### src/rtl/count_seq_mon_pkg.sv
// count_seq_mon_pkg: shared types and helpers for count_seq_monitor.
// Provides the FSM state enum, the default relock length and next_count().
package count_seq_mon_pkg;

    typedef enum logic [1:0] {
        IDLE   = 2'd0,
        LOCKED = 2'd1,
        RESYNC = 2'd2
    } state_t;

    localparam int RELOCK_N_DEF = 2;

    // Successor of a 2-bit counter value, wrapping 3 -> 0.
    function automatic logic [1:0] next_count(input logic [1:0] v);
        return v + 2'd1;
    endfunction

endpackage

### src/rtl/sat_counter.sv
// sat_counter: W-bit up counter that holds at all-ones; clr beats inc.
// Ports: clk, rst (sync, active-high), inc, clr, q[W-1:0].
module sat_counter #(
    parameter int W = 4
) (
    input  logic         clk,
    input  logic         rst,
    input  logic         inc,
    input  logic         clr,
    output logic [W-1:0] q
);

    logic [W-1:0] r_q;

    always_ff @(posedge clk) begin
        if (rst) begin
            r_q <= '0;
        end else if (clr) begin
            r_q <= '0;
        end else if (inc && (r_q != {W{1'b1}})) begin
            r_q <= r_q + {{(W-1){1'b0}}, 1'b1};
        end
    end

    assign q = r_q;

endmodule

### src/rtl/count_seq_monitor.sv
// count_seq_monitor: checks a 2-bit counter follows 0->1->2->3->0, counts
// wraps while locked, counts/flags illegal steps and relocks after
// RELOCK_N consecutive legal steps.
// Ports: clk, rst (sync, active-high), count_in[1:0], clear,
//        wraps[WRAP_W-1:0], err_cnt[ERR_W-1:0], err_pulse, seq_err, locked.
// Macro COUNT_SEQ_MON_HOLD_EN: when defined, count_in == prev is neutral.
module count_seq_monitor
    import count_seq_mon_pkg::*;
#(
    parameter int WRAP_W   = 4,
    parameter int ERR_W    = 4,
    parameter int RELOCK_N = RELOCK_N_DEF
) (
    input  logic              clk,
    input  logic              rst,
    input  logic [1:0]        count_in,
    input  logic              clear,
    output logic [WRAP_W-1:0] wraps,
    output logic [ERR_W-1:0]  err_cnt,
    output logic              err_pulse,
    output logic              seq_err,
    output logic              locked
);

    localparam logic [2:0] RELOCK_V = 3'(RELOCK_N);

    state_t            r_state;
    state_t            w_next;
    logic [1:0]        r_prev;
    logic [2:0]        r_run;
    logic [2:0]        w_run_nxt;
    logic [2:0]        w_run_inc;
    logic [WRAP_W-1:0] r_wraps;
    logic              r_err_pulse;
    logic              r_seq_err;
    logic              r_locked;
    logic              w_legal;
    logic              w_hold;
    logic              w_bad;
    logic              w_err;
    logic              w_wrap;

    assign w_legal   = (count_in == next_count(r_prev));
    assign w_run_inc = r_run + 3'd1;

`ifdef COUNT_SEQ_MON_HOLD_EN
    // A holding counter neither errs nor advances the relock run.
    assign w_hold = (count_in == r_prev);
`else
    assign w_hold = 1'b0;
`endif

    assign w_bad = ~w_legal & ~w_hold;

    always_comb begin
        w_next    = r_state;
        w_run_nxt = r_run;
        w_err     = 1'b0;
        w_wrap    = 1'b0;
        unique case (r_state)
            IDLE: begin
                w_next = LOCKED;
            end
            LOCKED: begin
                if (w_bad) begin
                    w_err     = 1'b1;
                    w_next    = RESYNC;
                    w_run_nxt = 3'd0;
                end else if (w_legal && (r_prev == 2'd3)) begin
                    w_wrap = 1'b1;
                end
            end
            RESYNC: begin
                if (w_bad) begin
                    w_err     = 1'b1;
                    w_run_nxt = 3'd0;
                end else if (w_legal) begin
                    if (w_run_inc == RELOCK_V) begin
                        w_next    = LOCKED;
                        w_run_nxt = 3'd0;
                    end else begin
                        w_run_nxt = w_run_inc;
                    end
                end
            end
            default: begin
                w_next    = IDLE;
                w_run_nxt = 3'd0;
            end
        endcase
    end

    always_ff @(posedge clk) begin
        if (rst) begin
            r_state     <= IDLE;
            r_prev      <= 2'd0;
            r_run       <= 3'd0;
            r_wraps     <= '0;
            r_err_pulse <= 1'b0;
            r_seq_err   <= 1'b0;
            r_locked    <= 1'b0;
        end else begin
            r_state     <= w_next;
            r_prev      <= count_in;
            r_run       <= w_run_nxt;
            r_err_pulse <= w_err;
            // Registered decode so locked always mirrors the state register.
            r_locked    <= (w_next == LOCKED);
            if (clear) begin
                r_wraps   <= '0;
                r_seq_err <= 1'b0;
            end else begin
                if (w_wrap) begin
                    r_wraps <= r_wraps + {{(WRAP_W-1){1'b0}}, 1'b1};
                end
                if (w_err) begin
                    r_seq_err <= 1'b1;
                end
            end
        end
    end

    sat_counter #(
        .W(ERR_W)
    ) u_err_cnt (
        .clk(clk),
        .rst(rst),
        .inc(w_err),
        .clr(clear),
        .q  (err_cnt)
    );

    assign wraps     = r_wraps;
    assign err_pulse = r_err_pulse;
    assign seq_err   = r_seq_err;
    assign locked    = r_locked;

endmodule

### config.mk
export PLATFORM = sky130hd
export DESIGN_NAME = count_seq_monitor
export DESIGN_NICKNAME = d
export VERILOG_FILES = /design/src/rtl/count_seq_mon_pkg.sv /design/src/rtl/sat_counter.sv /design/src/rtl/count_seq_monitor.sv
export SDC_FILE = /design/constraint.sdc
export NUM_CORES = 1
export LEC_CHECK = 0
export BUFFER_PORTS_ARGS = -buffer_cell sky130_fd_sc_hd__buf_4
export CAP_MARGIN = 20
export CORE_ASPECT_RATIO = 0.8
export CORE_MARGIN = 2
export CORE_UTILIZATION = 45
export CTS_CLUSTER_SIZE = 8
export DETAILED_ROUTE_END_ITERATION = 8
export PLACE_DENSITY_LB_ADDON = 0.2
export SYNTH_ARGS = -nofsm -noshare
export SYNTH_HDL_FRONTEND = slang
export SYNTH_HIERARCHICAL = 1
export SYNTH_SLANG_ARGS = --single-unit
### constraint.sdc
create_clock -name clk -period 2.7 [get_ports clk]
set_input_delay 0 -clock clk [delete_from_list [all_inputs] [get_ports clk]]
set_output_delay 0 -clock clk [all_outputs]
set_load 0.005 [all_outputs]
Yosys cells after proc, flatten, opt, wreduce, memory -nomap -nowiden. Index checks and enable logic that the tools add are counted.

Register bits after elaboration: 18. Word-level logic and storage cells: 40. Output and inout bits: 11.

Reduce and logical (&&, ||, !) cells: 6. Add/subtract/negate cells: 4. Muxes and demuxes: 13. Eq/ne operators: 8. Bitwise operators: 1.

Operator list (number): two-way mux 3 bit (3); one-hot mux 3 bit (3 select lines) (1); adder 4 x 1 -> 4 bit (second input constant) (2); two-way mux 2 bit (3); one-hot mux 2 bit (3 select lines) (1); two-way mux 1 bit (5); equality test 2 x 1 -> 1 bit (second input constant) (2); equality test 2 bit (second input constant) (2); inequality test 4 bit (second input constant) (1); OR reduction 2 bit (2); adder 3 x 1 -> 3 bit (second input constant) (1); equality test 3 x 2 -> 1 bit (second input constant) (1); adder 2 x 1 -> 2 bit (second input constant) (1); equality test 2 bit (1); logical AND 1 bit (2); zero test 2 bit (1); inequality test 2 bit (second input constant) (1); AND reduction 2 bit (1); inverter 1 bit (1).

Logic depth before layout (Yosys ltp). Gate-level depths: netlist (run 1).

Depth in word-level cells: 6. Gate-level depth with buffers: 7.

Modules after synthesis. Netlist (run 1), hierarchy kept.

By module, submodules not included: count_seq_monitor (times used 1, cells an instance 72, area an instance 729.4 um2); sat_counter (times used 1, cells an instance 22, area an instance 188.9 um2).

Least setup slack after synthesis (run 1). No wires, ideal clock.

Path type: flip-flop to flip-flop. From: register r_prev[0]. To: register u_err_cnt.r_q[3] (netlist: u_err_cnt/q[3]). Arrival: 1714 ps. Required time: 2588 ps. Path slack: 874 ps. Library setup time: 112 ps. Stages on the path, launching flop included: 8. Cells stage by stage: dfxtp_1 > ha_1 > xnor2_2 > nand2_2 > and2_1 > nand4_1 > nor3_1 > a2111oi_1.

Cells in the longest elaborated chain, start to end: 5.

Ends and longest elaborated chain: from (decl) (line count_seq_monitor.sv:29) `logic [1:0] r_prev;`; from (signal assigned) (line count_seq_monitor.sv:104) `r_prev <= count_in;`; adder 2 x 1 -> 2 bit (line count_seq_mon_pkg.sv:15) `return v + 2'd1;`; equality test 2 bit (line count_seq_monitor.sv:43) `assign w_legal = (count_in == next_count(r_prev));`; two-way mux 1 bit (line count_seq_monitor.sv:65, count_seq_monitor.sv:74); two-way mux 1 bit; net w_err (line count_seq_monitor.sv:40) `logic w_err;`; logical AND 1 bit (line sat_counter.sv:20) `end else if (inc && (r_q != {W{1'b1}})) begin`; to (signal assigned) (line sat_counter.sv:21) `r_q <= r_q + {{(W-1){1'b0}}, 1'b1};`; to (decl) (line sat_counter.sv:13) `logic [W-1:0] r_q;`.

The timed path passes the listed nets, and every way through them passes these cells. A chain may end at the register's enable or synchronous reset.

Worst setup path in the final report (run 1). Same ends and word-level chain as after synthesis.

==> results of run 1 <==
-- metal layers --
| layer | GRT usage (%) | vias up | wire length, µm |
|---|---|---|---|
| li1 | - | 381 | - |
| met1 | 20.8 | 365 | 765 |
| met2 | 30.4 | 16 | 938 |
| met3 | 7.09 | 2 | 91 |
| met4 | 6.00 | 0 | 19 |
| met5 | 0 | - | 0 |
-- final cells by class --
| class | instances | area (µm²) | share of cell area, % |
|---|---|---|---|
| sequential | 18 | 360 | 31.0 |
| inverter | 5 | 18.8 | 1.61 |
| multi-input combinational | 71 | 556 | 47.7 |
| tap | 24 | 30.0 | 2.58 |
| timing repair buffer | 20 | 163 | 14.0 |
| clock buffer | 4 | 36.3 | 3.12 |
-- synth_stat cells, drive strengths merged --
library cell / count / area share, %
a2111oi: 3 / 5.0
a211oi: 1 / 0.82
a21o: 1 / 0.82
a21oi: 5 / 2.7
a31oi: 1 / 0.68
and2: 1 / 0.68
and3: 2 / 1.4
dfxtp: 18 / 39
ha: 9 / 12
inv: 5 / 2.0
mux2: 1 / 1.2
mux2i: 3 / 3.3
nand2: 9 / 4.0
nand3: 3 / 1.6
nand3b: 1 / 0.82
nand4: 2 / 2.0
nor2: 8 / 3.3
nor2b: 4 / 2.7
nor3: 1 / 0.54
nor3b: 1 / 0.82
o2111ai: 1 / 0.95
o211a: 1 / 1.1
o21ai: 3 / 1.6
o22a: 1 / 0.95
o311ai: 1 / 0.95
or2: 1 / 0.68
or3: 2 / 1.4
xnor2: 1 / 1.8
xor2: 4 / 4.6
-- state kept, by name, summed over array words and instances, names as in the netlist --
signal and cells:
err_pulse 1, locked 1, r_prev 2, r_run 3, r_state 2, seq_err 1
u_err_cnt/q 4, wraps 4
-- path summary, 6_finish.rpt --
check	startpoint	to	slack [ps]	cells after the start
max	r_prev[0]	u_err_cnt/q[3]	160	8
max reg2reg	r_prev[0]	u_err_cnt/q[3]	160	8
min reg2reg	seq_err	seq_err	490	2
min	seq_err	seq_err	490	2
-- power breakdown --
| group | leakage, nW | switching [mW] | internal [mW] |
|---|---|---|---|
| clock | 0.0210 | 0.0865 | 0.0823 |
| sequential | 0.146 | 0.0228 | 0.295 |
| combinational | 0.331 | 0.123 | 0.113 |
-- repair_timing --
action                                 4_1_cts  5_1_grt
setup endpoints to repair                    0        1
resized for setup                            0        2
hold buffers                                 5        0
endpoints found under the hold margin       10        0
-- through the flow --
step | worst slack, ps | instances | util, % | total power, mW
floorplan | 874 | 94 | - | 0.480
global placement | 786 | 133 | 55.6 | 0.546
detailed placement | 704 | 133 | 55.6 | 0.550
CTS | 138 | 142 | 60.1 | 0.726
global route | 2.28 | 142 | 60.9 | 0.769
finish | 158 | 142 | 60.9 | 0.723
-- layout by cell type (no fill, tap or decap), drive strengths merged, types with 2 or more instances in the layout --
| cell | synthesis | final |
|---|---|---|
| nand2 | 9 | 9 |
| nand3 | 3 | 3 |
| nand4 | 2 | 2 |
| a2111oi | 3 | 3 |
| a21oi | 5 | 5 |
| o21ai | 3 | 3 |
| buf | 0 | 15 |
| xor2 | 4 | 4 |
| inv | 5 | 5 |
| and3 | 2 | 2 |
| dfxtp | 18 | 18 |
| nor2 | 8 | 8 |
| ha | 9 | 9 |
| nor2b | 4 | 4 |
| mux2i | 3 | 3 |
| dlygate4sd3 | 0 | 5 |
| clkbuf | 0 | 4 |
| or3 | 2 | 2 |
-- cell families (layout without fill, tap and decap cells) --
kind of cell / after synthesis / count (layout)
xor gates and xnor gates: 5 / 5
AOI/OAI and AO/OA: 18 / 18
muxes: 4 / 4
DFF: 18 / 18
and+or+nand+nor: 35 / 35
buffers and inverters: 5 / 29
adders and majority gates: 9 / 9
-- critical path: cells and delay by family, from the launching register on --
family | cells | cell delay (ps)
XOR/XNOR | 1 | 250
adder cells (fa/ha/maj) | 1 | 360
flip-flops | 1 | 350
buffers and inverters | 1 | 590
AO/OA/AOI/OAI | 1 | 330
AND/OR/NAND/NOR | 4 | 610
==> impl_metrics.prom, run 1 <==
# TYPE chip_impl_metric gauge
chip_impl_metric{name="hold_viol",unit=""} 0
chip_impl_metric{name="nets_in_the_synthesized_netlist",unit=""} 108
chip_impl_metric{name="detailedRoute.firstIterationViolations",unit=""} 20
chip_impl_metric{name="skew",unit="ps"} 6.31
chip_impl_metric{name="gpl.final_weighted_congestion",unit=""} 0.779
chip_impl_metric{name="clk_pin_slew_worst_paths",unit="ps"} 110
chip_impl_metric{name="power_density",unit="mW/mm²"} 621
chip_impl_metric{name="synthXorXnorAreaFrac",unit="%"} 6.40
chip_impl_metric{name="timing.hold.ws",unit="ps"} 487
chip_impl_metric{name="timing_max_transition_violations_final",unit=""} 0
chip_impl_metric{name="layout.nets",unit=""} 133
chip_impl_metric{name="dieArea",unit="mm²"} 0.00242
chip_impl_metric{name="hpwl_detailed",unit="µm"} 1270
chip_impl_metric{name="initial_core_util",unit="%"} 48.1
chip_impl_metric{name="route.detailed.drc",unit=""} 0
chip_impl_metric{name="cp.required",unit="ps"} 2950
chip_impl_metric{name="timing.final.crit_share",unit="%"} 94.1
chip_impl_metric{name="post_synth_and_or_nand_nor_area_fraction",unit="%"} 19.9
chip_impl_info{name="run_status",value="complete, no violations"} 1
chip_impl_metric{name="drtPass1Iterations",unit=""} 5
chip_impl_info{name="setup.worst_path.class",value="register to register"} 1
chip_impl_metric{name="clock-sinks",unit=""} 18
chip_impl_metric{name="numPortBuffers",unit=""} 15
chip_impl_metric{name="die_h",unit="µm"} 44.4
chip_impl_metric{name="numCtsBuffers",unit=""} 3
chip_impl_metric{name="worst_pin_slew",unit="ps"} 304
chip_impl_metric{name="synthesis.area",unit="µm²"} 918
chip_impl_metric{name="die-width",unit="µm"} 54.5
chip_impl_metric{name="number_of_global_route_vias_before_repair",unit=""} 672
chip_impl_metric{name="vdd_drop_max",unit="mV"} 0.521
chip_impl_metric{name="placed_cell_area",unit="mm²"} 0.00106
chip_impl_metric{name="muxShareOfSynthArea",unit="%"} 4.50
chip_impl_info{name="worstSetupEndpointType",value="register"} 1
chip_impl_info{name="start_kind",value="register"} 1
chip_impl_info{name="clock_tree_root_driver_cell",value="clkbuf_4"} 1
chip_impl_metric{name="route.detailed.wl_per_inst",unit="µm"} 12.8
chip_impl_metric{name="placementRows",unit=""} 14
chip_impl_info{name="grt_setup_unrepaired",value="false"} 1
chip_impl_metric{name="worst_ep_arrival_time",unit="ps"} 2790
chip_impl_metric{name="fraction_of_the_mapped_netlist_area_in_compound_gates",unit="%"} 15.7
chip_impl_info{name="synth_top_family_by_area",value="simple AND/OR/NAND/NOR gates"} 1
chip_impl_metric{name="postRouteWirelength",unit="µm"} 1810
chip_impl_metric{name="syn_inst",unit=""} 94
chip_impl_metric{name="dr_total_vias",unit=""} 764
chip_impl_metric{name="cts_setup_buffers",unit=""} 0
chip_impl_metric{name="maxClockFrequency",unit="GHz"} 0.393
chip_impl_metric{name="synth-seq-area-share",unit="%"} 39.2
chip_impl_metric{name="post_route_cells_drive_above_1_share",unit="%"} 22.9
chip_impl_metric{name="crit_path_max_incr_delay",unit="ps"} 590
chip_impl_metric{name="grt_start_max_net_pins",unit=""} 14
chip_impl_metric{name="global_route.overflow_total",unit=""} 0
chip_impl_metric{name="clock_path_buffers",unit=""} 2
chip_impl_metric{name="final_critical_path_required_period",unit="ps"} 2540
chip_impl_metric{name="p_leak",unit="nW"} 0.499
chip_impl_metric{name="clkLatencyLatePin",unit="ps"} 300
chip_impl_metric{name="flow.area_growth_from_synthesis",unit="%"} 26.7
chip_impl_metric{name="synth.distinct_cells",unit=""} 34
chip_impl_metric{name="max_cap_viol_count",unit=""} 0
chip_impl_metric{name="synth_fa_ha_area_share",unit="%"} 12.3
chip_impl_metric{name="final_design_area_no_fill",unit="mm²"} 0.00116
chip_impl_metric{name="finalSetupViolCount",unit=""} 0
chip_impl_metric{name="final.setup.tns",unit="ps"} 0
chip_impl_info{name="cts_tree",value="yes"} 1
chip_impl_metric{name="viasPerCell",unit=""} 5.38
chip_impl_metric{name="antenna_cells",unit=""} 0
chip_impl_metric{name="num_io_pins",unit=""} 16
chip_impl_metric{name="slew-limit-headroom",unit="%"} 79.2
chip_impl_metric{name="critical_path.max_fanout",unit=""} 6
chip_impl_metric{name="ctsHtreeMaxLevel",unit=""} 1
chip_impl_metric{name="grt_first_pass_wirelength",unit="µm"} 3020
chip_impl_metric{name="n_fill_cell",unit=""} 172
chip_impl_info{name="min-delay-path-class",value="register to register"} 1
chip_impl_metric{name="core_area",unit="mm²"} 0.00191
chip_impl_metric{name="detail-route-antenna-nets",unit=""} 0
chip_impl_metric{name="groute.usage.overall",unit="%"} 18.0
chip_impl_metric{name="count_of_state_elements_after_synthesis",unit=""} 18
chip_impl_metric{name="antenna_found_initial",unit=""} 0
chip_impl_info{name="timing.critical_path.cells",value="ha_1 -> xnor2_4 -> nand2_2 -> and2_1 -> nand4_1 -> nor3_1 -> a2111oi_2 -> dlygate4sd3_1"} 1
chip_impl_info{name="cp_slowest_cell",value="dlygate4sd3_1"} 1
chip_impl_metric{name="synth.yosys.warnings",unit=""} 6
chip_impl_metric{name="synth.avg_cell_area",unit="µm²"} 9.77
No activity file was read; power rests on OpenSTA's default activity.
==> run 2: changes to the inputs <==
--- a/config.mk
+++ b/config.mk
@@ -9,7 +9,7 @@
 export CAP_MARGIN = 20
 export CORE_ASPECT_RATIO = 0.8
 export CORE_MARGIN = 2
-export CORE_UTILIZATION = 45
+export CORE_UTILIZATION = 55
 export CTS_CLUSTER_SIZE = 8
 export DETAILED_ROUTE_END_ITERATION = 8
 export PLACE_DENSITY_LB_ADDON = 0.2
==> run 2 against run 1 <==
Sequential cell count stayed put. Sequential power about the same. Maximum frequency about the same. Worst hold slack lost 5.5 ps. Register-to-register slack hardly changed. Clock-buffer cell count unchanged. Die area shrank 17%. Via count down 3.5%. Critical endpoint unchanged. Largest power group unchanged. Highest routed layer unchanged.
==> impl_metrics.prom, run 2 (synthesis results as in run 1) <==
# TYPE chip_impl_metric gauge
chip_impl_metric{name="hold_viol",unit=""} 0
chip_impl_metric{name="core_area",unit="mm²"} 0.00159
chip_impl_metric{name="setup_ws",unit="ps"} 157
chip_impl_metric{name="p_leak",unit="nW"} 0.496
chip_impl_metric{name="hpwl_detailed",unit="µm"} 1240
chip_impl_metric{name="pwr-share-clk",unit="%"} 23.3
chip_impl_metric{name="gpl.final_weighted_congestion",unit=""} 0.819
chip_impl_metric{name="dieArea",unit="mm²"} 0.00201
chip_impl_metric{name="critical_path.max_fanout",unit=""} 6
chip_impl_metric{name="postRouteWirelength",unit="µm"} 1640
chip_impl_info{name="critPathTopFamily",value="buffers and inverters"} 1
chip_impl_metric{name="timing.hold.ws",unit="ps"} 481
chip_impl_metric{name="flow.area_growth_from_synthesis",unit="%"} 24.7
chip_impl_metric{name="final_instance_count_excl_fillers",unit=""} 140
chip_impl_metric{name="die_h",unit="µm"} 40.6
chip_impl_metric{name="num_io_pins",unit=""} 16
chip_impl_metric{name="clock-sinks",unit=""} 18
chip_impl_metric{name="detailedRoute.firstIterationViolations",unit=""} 10
chip_impl_metric{name="max_cap_viol_count",unit=""} 0
chip_impl_metric{name="cp.required",unit="ps"} 2940
chip_impl_metric{name="layout.nets",unit=""} 133
chip_impl_info{name="run_status",value="complete, no violations"} 1
chip_impl_metric{name="power_density",unit="mW/mm²"} 621
chip_impl_metric{name="number_of_global_route_vias_before_repair",unit=""} 659
chip_impl_metric{name="maxClockFrequency",unit="GHz"} 0.393
chip_impl_metric{name="timing_max_transition_violations_final",unit=""} 0
chip_impl_metric{name="finalSetupViolCount",unit=""} 0
chip_impl_metric{name="dr_total_vias",unit=""} 737
chip_impl_metric{name="final.setup.tns",unit="ps"} 0
chip_impl_metric{name="timing.final.crit_share",unit="%"} 94.2
chip_impl_metric{name="vdd_drop_max",unit="mV"} 0.482
chip_impl_info{name="worstSetupEndpointType",value="register"} 1
chip_impl_info{name="cts_tree",value="yes"} 1
chip_impl_metric{name="worst_pin_slew",unit="ps"} 413
chip_impl_metric{name="numCtsBuffers",unit=""} 3
chip_impl_metric{name="final_design_area_no_fill",unit="mm²"} 0.00114
chip_impl_info{name="clock_tree_root_driver_cell",value="clkbuf_4"} 1
chip_impl_metric{name="clkLatencyLatePin",unit="ps"} 300
chip_impl_metric{name="global_route.overflow_total",unit=""} 0
chip_impl_metric{name="slew-limit-headroom",unit="%"} 71.8
chip_impl_metric{name="route.detailed.drc",unit=""} 0
chip_impl_metric{name="clk_pin_slew_worst_paths",unit="ps"} 110
chip_impl_metric{name="n_fill_cell",unit=""} 133
chip_impl_metric{name="final_util",unit="%"} 71.8
chip_impl_metric{name="skew",unit="ps"} 8.71
chip_impl_metric{name="groute.usage.overall",unit="%"} 19.1
chip_impl_info{name="cp_slowest_cell",value="dlygate4sd3_1"} 1
chip_impl_metric{name="place_worst_setup_slack",unit="ps"} 615
chip_impl_metric{name="ctsHtreeMaxLevel",unit=""} 1
chip_impl_metric{name="power",unit="mW"} 0.711
chip_impl_info{name="timing.critical_path.cells",value="ha_1 -> xnor2_2 -> nand2_2 -> and2_1 -> nand4_1 -> nor3_1 -> a2111oi_1 -> dlygate4sd3_1"} 1
chip_impl_metric{name="route.detailed.wl_per_inst",unit="µm"} 11.7
chip_impl_metric{name="viasPerCell",unit=""} 5.26
chip_impl_metric{name="switching_share",unit="%"} 31.6
chip_impl_metric{name="combinationalPowerShare",unit="%"} 32.1
chip_impl_metric{name="die-width",unit="µm"} 49.7
chip_impl_metric{name="placed_cell_area",unit="mm²"} 0.00106
chip_impl_metric{name="worst_ep_arrival_time",unit="ps"} 2780
chip_impl_metric{name="post_route_cells_drive_above_1_share",unit="%"} 22.0
chip_impl_metric{name="detail-route-antenna-nets",unit=""} 0
chip_impl_info{name="start_kind",value="register"} 1
chip_impl_metric{name="antenna_cells",unit=""} 0
chip_impl_metric{name="critical_path_buf_inv_count",unit=""} 1
chip_impl_metric{name="final_critical_path_required_period",unit="ps"} 2540
chip_impl_metric{name="power_switching",unit="mW"} 0.225
chip_impl_metric{name="clock_path_buffers",unit=""} 2
chip_impl_metric{name="grt_first_pass_wirelength",unit="µm"} 2790
chip_impl_metric{name="seq_power_share",unit="%"} 44.7
chip_impl_metric{name="placementRows",unit=""} 13
chip_impl_info{name="layout_common_cells",value="18 x dfxtp_1, 15 x buf_4, 9 x ha_1"} 1
chip_impl_metric{name="numPortBuffers",unit=""} 15
chip_impl_metric{name="p_int",unit="mW"} 0.486
chip_impl_metric{name="ctsResizeCount",unit=""} 0
chip_impl_metric{name="drtPass1Iterations",unit=""} 4
chip_impl_info{name="layout_commonest_cell",value="dfxtp_1"} 1
chip_impl_metric{name="antenna_found_initial",unit=""} 0
chip_impl_metric{name="placedCellCount",unit=""} 131
chip_impl_metric{name="grt_start_max_net_pins",unit=""} 14
chip_impl_metric{name="setup.reg_to_reg.worst_slack",unit="ps"} 160
chip_impl_info{name="setup.worst_path.class",value="register to register"} 1
chip_impl_info{name="min-delay-path-class",value="primary input to register"} 1
chip_impl_info{name="grt_setup_unrepaired",value="false"} 1
chip_impl_metric{name="initial_core_util",unit="%"} 57.6
chip_impl_metric{name="crit_path_max_incr_delay",unit="ps"} 600
## run 2: worst min-delay path, delay by kind of cell
family / cells / cell delay (ps)
buffers and inverters: 2 / 670
AOI/OAI and AO/OA: 1 / 70
## run 2: final timing paths
| check | end | depth (start not counted) | start |
|---|---|---|---|
| worst max-delay path | u_err_cnt/q[3] | 8 | r_prev[0] |
| worst min-delay path | u_err_cnt/q[2] | 3 | clear |
| worst max register to register | u_err_cnt/q[3] | 8 | r_prev[0] |
| worst min register to register | seq_err | 2 | seq_err |
## run 2: layer usage
layer / up-vias / GRT usage (%) / share of wire, %
met5: - / 0 / 0
met4: 0 / 5.56 / 0.43
met3: 2 / 7.09 / 5.1
met2: 13 / 32.7 / 49
met1: 335 / 23.1 / 46
li1: 387 / - / -
## run 2: what timing repair did
item                      4_1_cts  5_1_grt
setup buffers                   0        0
hold buffers                    5        0
hold endpoints to repair       10        0
## run 2: power groups by stage
stage          combinational [mW]  clock (mW)  sequential (mW)
4_1_cts                     0.228       0.173            0.318
6_report                    0.228       0.166            0.318
3_3_place_gp                0.220           0            0.323
2_1_floorplan               0.158           0            0.322
5_1_grt                     0.253       0.185            0.323
3_5_place_dp                0.223           0            0.324
## run 2: area by class of cell
cell class	count	area, µm²	share of cell area [%]
Sequential cell	18	360	31.5
Multi-Input combinational cell	71	539	47.1
Clock buffer	4	36.3	3.17
Timing Repair Buffer	20	163	14.2
Tap cell	22	27.5	2.40
Inverter	5	18.8	1.64
